## config.mk

```make
export PLATFORM = sky130hd
export DESIGN_NAME = bus_dev_port
export DESIGN_NICKNAME = d
export VERILOG_FILES = /design/src/rtl/bus_dev_port.sv
export SDC_FILE = /design/constraint.sdc
export NUM_CORES = 1
export LEC_CHECK = 0
export CAP_MARGIN = 15
export CORE_MARGIN = 4
export CORE_UTILIZATION = 29
export CTS_CLUSTER_SIZE = 14
export DETAILED_ROUTE_END_ITERATION = 8
export PLACE_DENSITY = 0.52
export SLEW_MARGIN = 20
export SYNTH_ARGS = -nofsm -noshare
export SYNTH_HDL_FRONTEND = slang
export SYNTH_SLANG_ARGS = --single-unit
```

## constraint.sdc

```tcl
create_clock -name clk -period 2.65 [get_ports clk]
set_input_delay 0.53 -clock clk [delete_from_list [all_inputs] [get_ports clk]]
set_output_delay 0.53 -clock clk [all_outputs]
set_load 0.02 [all_outputs]
```

## src/rtl/bus_dev_port.sv

```systemverilog
// Per-device bus endpoint: show-ahead TX queue drained by the arbiter, plus an
// RX holding register with destination filtering and a valid/ack handshake.
module bus_dev_port #(
  parameter int          pckg_sz   = 16,
  parameter int          depth     = 8,
  parameter logic [7:0]  id        = 8'd0,
  parameter logic [7:0]  broadcast = 8'hFF
) (
  input  logic                       clk,
  input  logic                       reset,
  input  logic                       tx_push,
  input  logic [pckg_sz-1:0]         tx_data,
  output logic                       tx_full,
  output logic [$clog2(depth):0]     tx_count,
  output logic                       tx_ovf,
  output logic                       tx_udf,
  output logic                       pndng,
  output logic [pckg_sz-1:0]         D_pop,
  input  logic                       pop,
  input  logic                       push,
  input  logic [pckg_sz-1:0]         D_push,
  output logic                       rx_valid,
  output logic [pckg_sz-1:0]         rx_data,
  input  logic                       rx_ack,
  output logic [7:0]                 rx_drop_cnt,
  output logic                       rx_misroute
);

  localparam int AW = $clog2(depth);
  localparam int CW = AW + 1;

  logic [pckg_sz-1:0] r_mem [depth];
  logic [AW-1:0]      r_rd_ptr;
  logic [AW-1:0]      r_wr_ptr;
  logic [CW-1:0]      r_count;
  logic               r_tx_ovf;
  logic               r_tx_udf;

  logic               r_rx_valid;
  logic [pckg_sz-1:0] r_rx_data;
  logic [7:0]         r_rx_drop_cnt;
  logic               r_rx_misroute;

  logic               w_empty;
  logic               w_full;
  logic               w_do_push;
  logic               w_do_pop;
  logic [7:0]         w_dest;
  logic               w_match;
  logic               w_rx_load;
  logic               w_rx_drop;

  assign w_empty   = (r_count == '0);
  assign w_full    = (r_count == CW'(depth));
  // A push into a full queue is still accepted when the same edge frees a slot.
  assign w_do_push = tx_push && (!w_full || pop);
  assign w_do_pop  = pop && !w_empty;

  assign w_dest    = D_push[pckg_sz-1 -: 8];
  assign w_match   = (w_dest == id) || (w_dest == broadcast);
  assign w_rx_load = push && w_match && (!r_rx_valid || rx_ack);
  assign w_rx_drop = push && w_match && r_rx_valid && !rx_ack;

  always_ff @(posedge clk) begin
    if (w_do_push) r_mem[r_wr_ptr] <= tx_data;
  end

  always_ff @(posedge clk or posedge reset) begin
    if (reset) begin
      r_rd_ptr <= '0;
      r_wr_ptr <= '0;
      r_count  <= '0;
      r_tx_ovf <= 1'b0;
      r_tx_udf <= 1'b0;
    end else begin
      if (w_do_push) r_wr_ptr <= r_wr_ptr + 1'b1;
      if (w_do_pop)  r_rd_ptr <= r_rd_ptr + 1'b1;
      if (w_do_push && !w_do_pop)      r_count <= r_count + 1'b1;
      else if (!w_do_push && w_do_pop) r_count <= r_count - 1'b1;
      if (tx_push && !w_do_push) r_tx_ovf <= 1'b1;
      if (pop && w_empty)        r_tx_udf <= 1'b1;
    end
  end

  always_ff @(posedge clk or posedge reset) begin
    if (reset) begin
      r_rx_valid    <= 1'b0;
      r_rx_data     <= '0;
      r_rx_drop_cnt <= 8'd0;
      r_rx_misroute <= 1'b0;
    end else begin
      if (w_rx_load) begin
        r_rx_valid <= 1'b1;
        r_rx_data  <= D_push;
      end else if (rx_ack) begin
        r_rx_valid <= 1'b0;
      end
      if (w_rx_drop && (r_rx_drop_cnt != 8'hFF)) r_rx_drop_cnt <= r_rx_drop_cnt + 8'd1;
      if (push && !w_match) r_rx_misroute <= 1'b1;
    end
  end

  assign tx_full     = w_full;
  assign tx_count    = r_count;
  assign tx_ovf      = r_tx_ovf;
  assign tx_udf      = r_tx_udf;
  assign pndng       = !w_empty;
  assign D_pop       = r_mem[r_rd_ptr];
  assign rx_valid    = r_rx_valid;
  assign rx_data     = r_rx_data;
  assign rx_drop_cnt = r_rx_drop_cnt;
  assign rx_misroute = r_rx_misroute;

endmodule
```

# After elaboration in Yosys (flattened, before gate mapping)
# Memories as Yosys holds them, arrays and structs flattened.
# Cells that the tools add are included.
# totals
regBits	38
ram_bits	128
wordCells	50
mem_count	1
# memory_table
memory	words	width	read_ports	rd_ports_with_merged_regs	write_ports	line	rtl
r_mem	8	16	1	0	1	32	logic [pckg_sz-1:0] r_mem [depth];
# classes
add_sub_neg	5
eq_ne	3
mux	6
reduce_logical	26
# op_table
op	count
1-bit logical AND	12
8-bit by 1-bit adder with 8-bit output (second input constant)	1
8-bit == test (second input constant)	1
8-bit logical NOT	1
4-bit 2-to-1 mux	2
8-bit inequality test (second input constant)	1
1-bit logical NOT	7
3-bit by 1-bit adder with 3-bit output (second input constant)	2
4-bit by 1-bit adder with 4-bit output (second input constant)	1
4-bit == test (second input constant)	1
4-bit logical NOT	1
1-bit 2-to-1 mux	4
2-bit nonzero test	2
4-bit by 1-bit subtractor with 4-bit output (second input constant)	1
1-bit logical OR	3

# Depth between registers and ports, before layout
# Gate-level depths: netlist (run 1).
# depth
ltp_word	8
ltp_mapped	10
mapped_depth_nobuf	10

# Worst setup path after synthesis (run 1)
# Ideal clock, no wire load.
# synth_timing
kind	reg2reg
from	register r_count[0], in the netlist tx_count[0]
to	register r_count[3], in the netlist tx_count[3]
setup_ps	80
arrival_ps	2572
required_ps	2570
slack_ps	-2
path_stages_with_launch	10
period_less_slack_ps	2652
cell_sequence	dfrtp_1 or4_1 nand2_1 ha_1 inv_1 ha_1 a21o_1 a21oi_1 mux2i_1 xnor2_1
# synth_between
elab_cells_between_ends	16
cone_classes	2 x add/sub; 1 x eq/ne; 2 x mux; 11 x reduce/logical
# synth_rtl
element	line	rtl
from (decl)	35	logic [CW-1:0] r_count;
from (signal assigned)	78	if (w_do_push && !w_do_pop) r_count <= r_count + 1'b1;
from (signal assigned)	79	else if (!w_do_push && w_do_pop) r_count <= r_count - 1'b1;
4-bit logical NOT (*)	53	assign w_empty = (r_count == '0);
1-bit logical NOT (*)	--	
named net pndng	17	output logic pndng,
1-bit logical AND (*)	57	assign w_do_pop = pop && !w_empty;
1-bit logical NOT	78	
1-bit logical AND	78	
4-bit 2-to-1 mux or 2-bit nonzero test (tied branches)	--	
# The timed path passes the listed nets; every way through them passes the cells marked *. The select of a mux whose other input is x is not followed.
# A chain may end at the register's enable or synchronous reset.

# Final worst setup path (run 1)
# layout_timing
from	register r_rd_ptr[0]
to	output D_pop[14]
# layout_between
elab_chain_cells	1
# layout_rtl
element	line	rtl
from (decl)	33	logic [AW-1:0] r_rd_ptr;
from (signal assigned)	77	if (w_do_pop) r_rd_ptr <= r_rd_ptr + 1'b1;
memory read 8 x 16 bit	--	
to (decl)	18	output logic [pckg_sz-1:0] D_pop,
# No other way between the ends.

==> results.toml, run 1 <==
[grt]
track_usage_pct = 11.8
gr-total-overflow = 0
grt_pass1_wl_um = 22700
grt_pass1_vias = 3885
antenna_found_initial = 0
grt_max_degree = 35

[power]
irDropWorstVdd_v = 0.000438
power_w = 0.00897
p_per_area_mw_per_mm2 = 1020
p_leak_nw = 3.14

[floorplanning]
core_mm2 = 0.0226
die_h_um = 159
initial_core_util_pct = 29.4
dieArea_mm2 = 0.0253
row_count = 55
ioPinCount = 88
die_w_um = 159

[final_layout]
nets = 503
antenna_cells = 0
multi_input_area_mm2 = 0.00178
seqCellArea_mm2 = 0.00480
nFillCells = 2064
syn_to_final_growth_pct = 33.1
post-route-util_pct = 39.1
drive_above_1_share_pct = 33.7

[setup_path]
crit_type = "reg -> out"
end_kind = "output port"
critPathLaunchType = "flip-flop"
cp.required_ps = 2120
crit_fanout = 6
crit_arrival_ps = 2030

[synth]
ys_async_sr_fraction_pct = 22.9
ys.warnings.count = 0
ys.flop_type = "edfxtp_1"
synthesis.nets = 380
avgSynthCellArea_um2 = 19.8
postSynthCellCount = 335
yosysSeqAreaShare_pct = 72.3
synth_edf_count = 128
ys_ff_latch = 166
synthDistinctLibCells = 42
syn_area_mm2 = 0.00663

[sta]
min_period_ps = 2560
hold_viol = 0
hold_slack_ps = 480
rsz0062_at_grt = "true"
setup_viol = 0
slew_viol_final = 0
worst_pin_slew_ps = 666
fin_skew_ps = 9.67
max_slew_margin_pct = 55.6
fmax_ghz = 0.390
min_period_over_period_pct = 96.7

[clock_tree]
holdBufCountCts = 0
cts_buffers = 17
cts_tree = "done"
clk_latency_ps = 420
cts_sinks = 166
cts_buffer_depth = 2
h-tree-depth = 4
clk_pin_slew_ps = 60
root_buffer = "clkbuf_16"

[detailed_routing]
vias_per_cell = 4.58
ant_nets = 0
post_drt_wl_per_cell_um = 19.0
route.vias.total = 3450
drc = 0
drt_iter0_drc = 140
drt_pass1_iterations = 4
routed_wl_um = 14300

[placed_design]
post-dp-hpwl_um = 8850
port_buffers = 87
gp_congestion = 0.744

[run_status]
status = "finished clean"

[run]
maxCapViolCount = 0

[hold_path]
min_path_type = "reg -> reg"
==> cell usage in the layout, fill, tap and decap left out, types with 3 or more instances in the layout <==
cell	n
edfxtp_1	128
clkdlybuf4s50_1	69
dfrtp_1	36
mux4_2	32
mux2_2	23
clkbuf_16	17
buf_12	17
nand2_1	12
mux2_4	12
buf_4	11
buf_2	10
xnor2_1	9
nor2_1	9
inv_1	5
ha_1	5
nand4_1	4
nand2b_1	4
xor2_1	4
nand3_1	3
a211oi_1	3
inv_6	3
bufinv_16	3
clkinv_4	3
buf_6	3
==> per-stage QoR <==
| stage | cells | setup TNS, ps | cell area, µm² | worst slack (ps) |
|---|---|---|---|---|
| global placement | 720 | 0 | 8180 | 102 |
| detailed placement | 720 | 0 | 8180 | 48.9 |
| global route | 754 | -2.59 | 8820 | -2.59 |
| finish | 754 | 0 | 8820 | 86.3 |
| floorplan | 335 | 0 | 6630 | 22.4 |
| CTS | 755 | -7.55 | 8850 | -4.97 |
==> layout make-up <==
cell class	count	share of cell area (%)
flip-flops and latches	166	54.4
multi-input cells	151	20.2
repair buffers	116	14.3
clock buffers	17	4.82
well taps	285	4.04
clock inverters	13	1.96
inverters	6	0.255
==> report_power, final <==
part	internal, W	switching [W]	total (W)	leakage, nW
Clock	0.00149	0.00101	0.00250	0.286
Sequential	0.00320	0.000152	0.00335	1.65
Combinational	0.00164	0.00148	0.00312	1.21
==> final timing paths <==
| kind | depth (start not counted) | slack, ps | end | from |
|---|---|---|---|---|
| min in group asynchronous | 2 | 520 | rx_data[6] | reset |
| worst max-delay path | 5 | 90 | D_pop[14] | r_rd_ptr[0] |
| worst min register to register | 1 | 480 | tx_ovf | tx_ovf |
| worst min-delay path | 1 | 480 | tx_ovf | tx_ovf |
| max in group asynchronous | 3 | 1560 | tx_count[0] | reset |
| worst max register to register | 10 | 150 | tx_count[3] | tx_count[2] |
==> Yosys cell counts, types with 5 or more instances <==
library cell  number  area, µm²
edfxtp_1         128       3840
nand2_1           13       48.8
inv_1              5       18.8
xnor2_1            9       78.8
buf_2              5       25.0
mux2_2            25        282
mux4_2            32        721
mux2_4            10        150
dfrtp_1           38        951
ha_1               6       75.1
nor2_1             9       33.8
==> routing by layer <==
metal | global-route usage (%) | vias up | routed length, µm
met4 | 3.04 | 0 | 103
li1 | - | 1587 | -
met1 | 14.4 | 1773 | 6170
met2 | 19.4 | 82 | 7130
met5 | 0 | - | 0
met3 | 4.97 | 8 | 898
==> flip-flops by register name (all words and copies together), names as in the netlist <==
signal	cells
r_rd_ptr	3
rx_data	16
r_mem	128
tx_ovf	1
r_wr_ptr	3
tx_udf	1
rx_misroute	1
rx_valid	1
rx_drop_cnt	8
tx_count	4
==> timing repair <==
item,4_1_cts,5_1_grt
cloned,2,0
endpoints found under the setup margin,18,8
setup buffers,3,0
resized for setup,69,9
pin swaps,0,1
==> critical path, stage by stage, from the launching register on <==
cell     delay (ps)
dfrtp_2         420
buf_12          140
buf_12          120
mux4_2          490
mux2_2          290
buf_2           160
==> logic make-up after synthesis <==
family / after synthesis / synth area share (%)
xor gates and xnor gates: 13 / 1.72
adders and majority gates: 7 / 1.43
DFF: 166 / 72.3
AOI/OAI and AO/OA: 19 / 2.28
muxes: 68 / 17.5
buffers and inverters: 18 / 1.36
and+or+nand+nor: 44 / 3.32
No activity file was read; power rests on OpenSTA's default activity.
==> run 2: changes to the inputs <==
--- a/config.mk
+++ b/config.mk
@@ -10,8 +10,9 @@
 export CORE_UTILIZATION = 29
 export CTS_CLUSTER_SIZE = 14
 export DETAILED_ROUTE_END_ITERATION = 8
-export PLACE_DENSITY = 0.52
+export PLACE_DENSITY_LB_ADDON = 0.12
 export SLEW_MARGIN = 20
 export SYNTH_ARGS = -nofsm -noshare
 export SYNTH_HDL_FRONTEND = slang
 export SYNTH_SLANG_ARGS = --single-unit
+export TNS_END_PERCENT = 20
==> run 2 against run 1 <==
  * Routed wire length is 1.2% lower
  * Sequential share of layout area decreased by 0.25 points
  * First-iteration DRC count rose by 22%
  * Combinational power grew 4%
  * Hold slack got worse by 22 ps
  * Register-to-register slack got worse by 40 ps
  * Global-route usage shrank 0.23 points
  * Via count up 0.32%
  * Setup slack worse by 83 ps
  * Final area is 0.47% higher
  * Utilization increased by 0.18 points
  * Critical path type unchanged
  * Largest cell class unchanged
  * Largest power group unchanged
==> results.toml, run 2 (synthesized netlist as in run 1, its figures left out) <==
[detailed_routing]
drt_iter0_drc = 171
routed_wl_um = 14100
post_drt_wl_per_cell_um = 18.7
drc = 0
ant_nets = 0
drt_pass1_iterations = 5
vias_per_cell = 4.58
route.vias.total = 3461

[final_layout]
nets = 504
antenna_cells = 0
layout.cells.most_common = "edfxtp_1"
finalNonFillerCells = 756
layout_common_cells = "edfxtp_1, clkdlybuf4s50_1, dfrtp_1"
drive_above_1_share_pct = 33.8
largest_register = "r_mem"
largest_reg_flops = 128
syn_to_final_growth_pct = 33.7

[placed_design]
port_buffers = 87
gp_congestion = 0.724
place_inst = 721
post-dp-hpwl_um = 8710

[setup_path]
end_kind = "output port"
critPathLaunchType = "flip-flop"
cp.required_ps = 2120
crit_fanout = 6
crit_arrival_ps = 2120
crit_type = "reg -> out"

[grt]
grt_max_degree = 22
grt_pass1_wl_um = 22400
track_usage_pct = 11.6
gr-total-overflow = 0
antenna_found_initial = 0
grt_pass1_vias = 3897

[hold_path]
min_path_type = "in -> async"

[sta]
max_slew_margin_pct = 69.8
setup_viol = 0
fmax_ghz = 0.378
hold_viol = 0
worst_pin_slew_ps = 448
finalSetupTns_ps = 0
slew_viol_final = 0
fin_skew_ps = 8.77
hold_slack_ps = 458
min_period_over_period_pct = 99.9
rsz0062_at_grt = "true"
min_period_ps = 2650

[floorplanning]
row_count = 55
initial_core_util_pct = 29.4
ioPinCount = 88
die_h_um = 159
dieArea_mm2 = 0.0253
core_mm2 = 0.0226
die_w_um = 159

[clock_tree]
clk_latency_ps = 420
cts_tree = "done"
clk_pin_slew_ps = 60
cts_buffers = 17
root_buffer = "clkbuf_16"
cts_sinks = 166
cts_buffer_depth = 2
h-tree-depth = 4

[run_status]
status = "finished clean"

[power]
p_leak_nw = 3.18
irDropWorstVdd_v = 0.000496
p_per_area_mw_per_mm2 = 1040

[run]
maxCapViolCount = 0
run 2: changes by cell type in the layout (fill, tap and decap cells not counted), moves of 2 or more:
cell | previous run | this run
mux2_4 | 12 | 17
buf_12 | 17 | 14
buf_6 | 3 | 10
clkbuf_2 | 2 | 0
buf_2 | 10 | 7
mux2_2 | 23 | 18
buf_4 | 11 | 14
run 2: repair_timing:
action	4_1_cts	5_1_grt
endpoints found under the hold margin	0	0
setup endpoints to repair	18	17
hold buffers	0	0
gates resized for setup	80	18
cloned	2	0
buffers inserted	3	0
pin swaps	0	0
run 2: area by class of cell:
class / instances / area [µm²]
Tap cell: 285 / 357
Clock inverter: 14 / 200
Multi-Input combinational cell: 151 / 1790
Inverter: 6 / 22.5
Fill cell: 2049 / 13700
Clock buffer: 17 / 425
Timing Repair Buffer: 117 / 1270
Sequential cell: 166 / 4800
run 2: routing by layer:
metal / up-vias / wire [µm] / part of all wire, % / global-route usage (%)
met1: 1778 / 6130 / 43 / 14.3
met4: 0 / 115 / 0.81 / 2.72
met2: 90 / 6900 / 49 / 19.0
li1: 1582 / - / - / -
met3: 11 / 983 / 7.0 / 4.92
met5: - / 0 / 0 / 0
run 2: worst paths after layout:
check / from / to / slack [ps] / depth (start not counted)
setup / recovery: r_rd_ptr[0] / D_pop[8] / 3 / 5
hold / removal: reset / rx_data[5] / 460 / 3
setup reg to reg: tx_count[0] / tx_count[3] / 110 / 10
hold reg to reg: tx_ovf / tx_ovf / 480 / 1
max in group asynchronous: reset / rx_data[10] / 1950 / 3
min in group clk: tx_ovf / tx_ovf / 480 / 1
run 2: power breakdown:
group	internal (W)	total, W	switching, W	leakage [nW]
Combinational	0.00176	0.00324	0.00149	1.23
Sequential	0.00320	0.00337	0.000172	1.65
Clock	0.00158	0.00259	0.00100	0.298
run 2: worst max-delay path: stages (launching register included):
cell and delay, ps:
dfrtp_2 520, buf_12 170, buf_12 100, mux4_2 490, mux2_4 280, buf_6 130
run 2: per-stage QoR:
step	util, %	area, µm²	worst slack [ps]	power (W)
finish	39.3	8860	2.95	0.00920
global route	39.3	8860	-72.8	0.00969
CTS	39.1	8830	-86.7	0.00932
detailed placement	36.1	8150	35.6	0.00661
global placement	36.1	8150	97.7	0.00659
floorplan	-	6630	22.4	0.00518
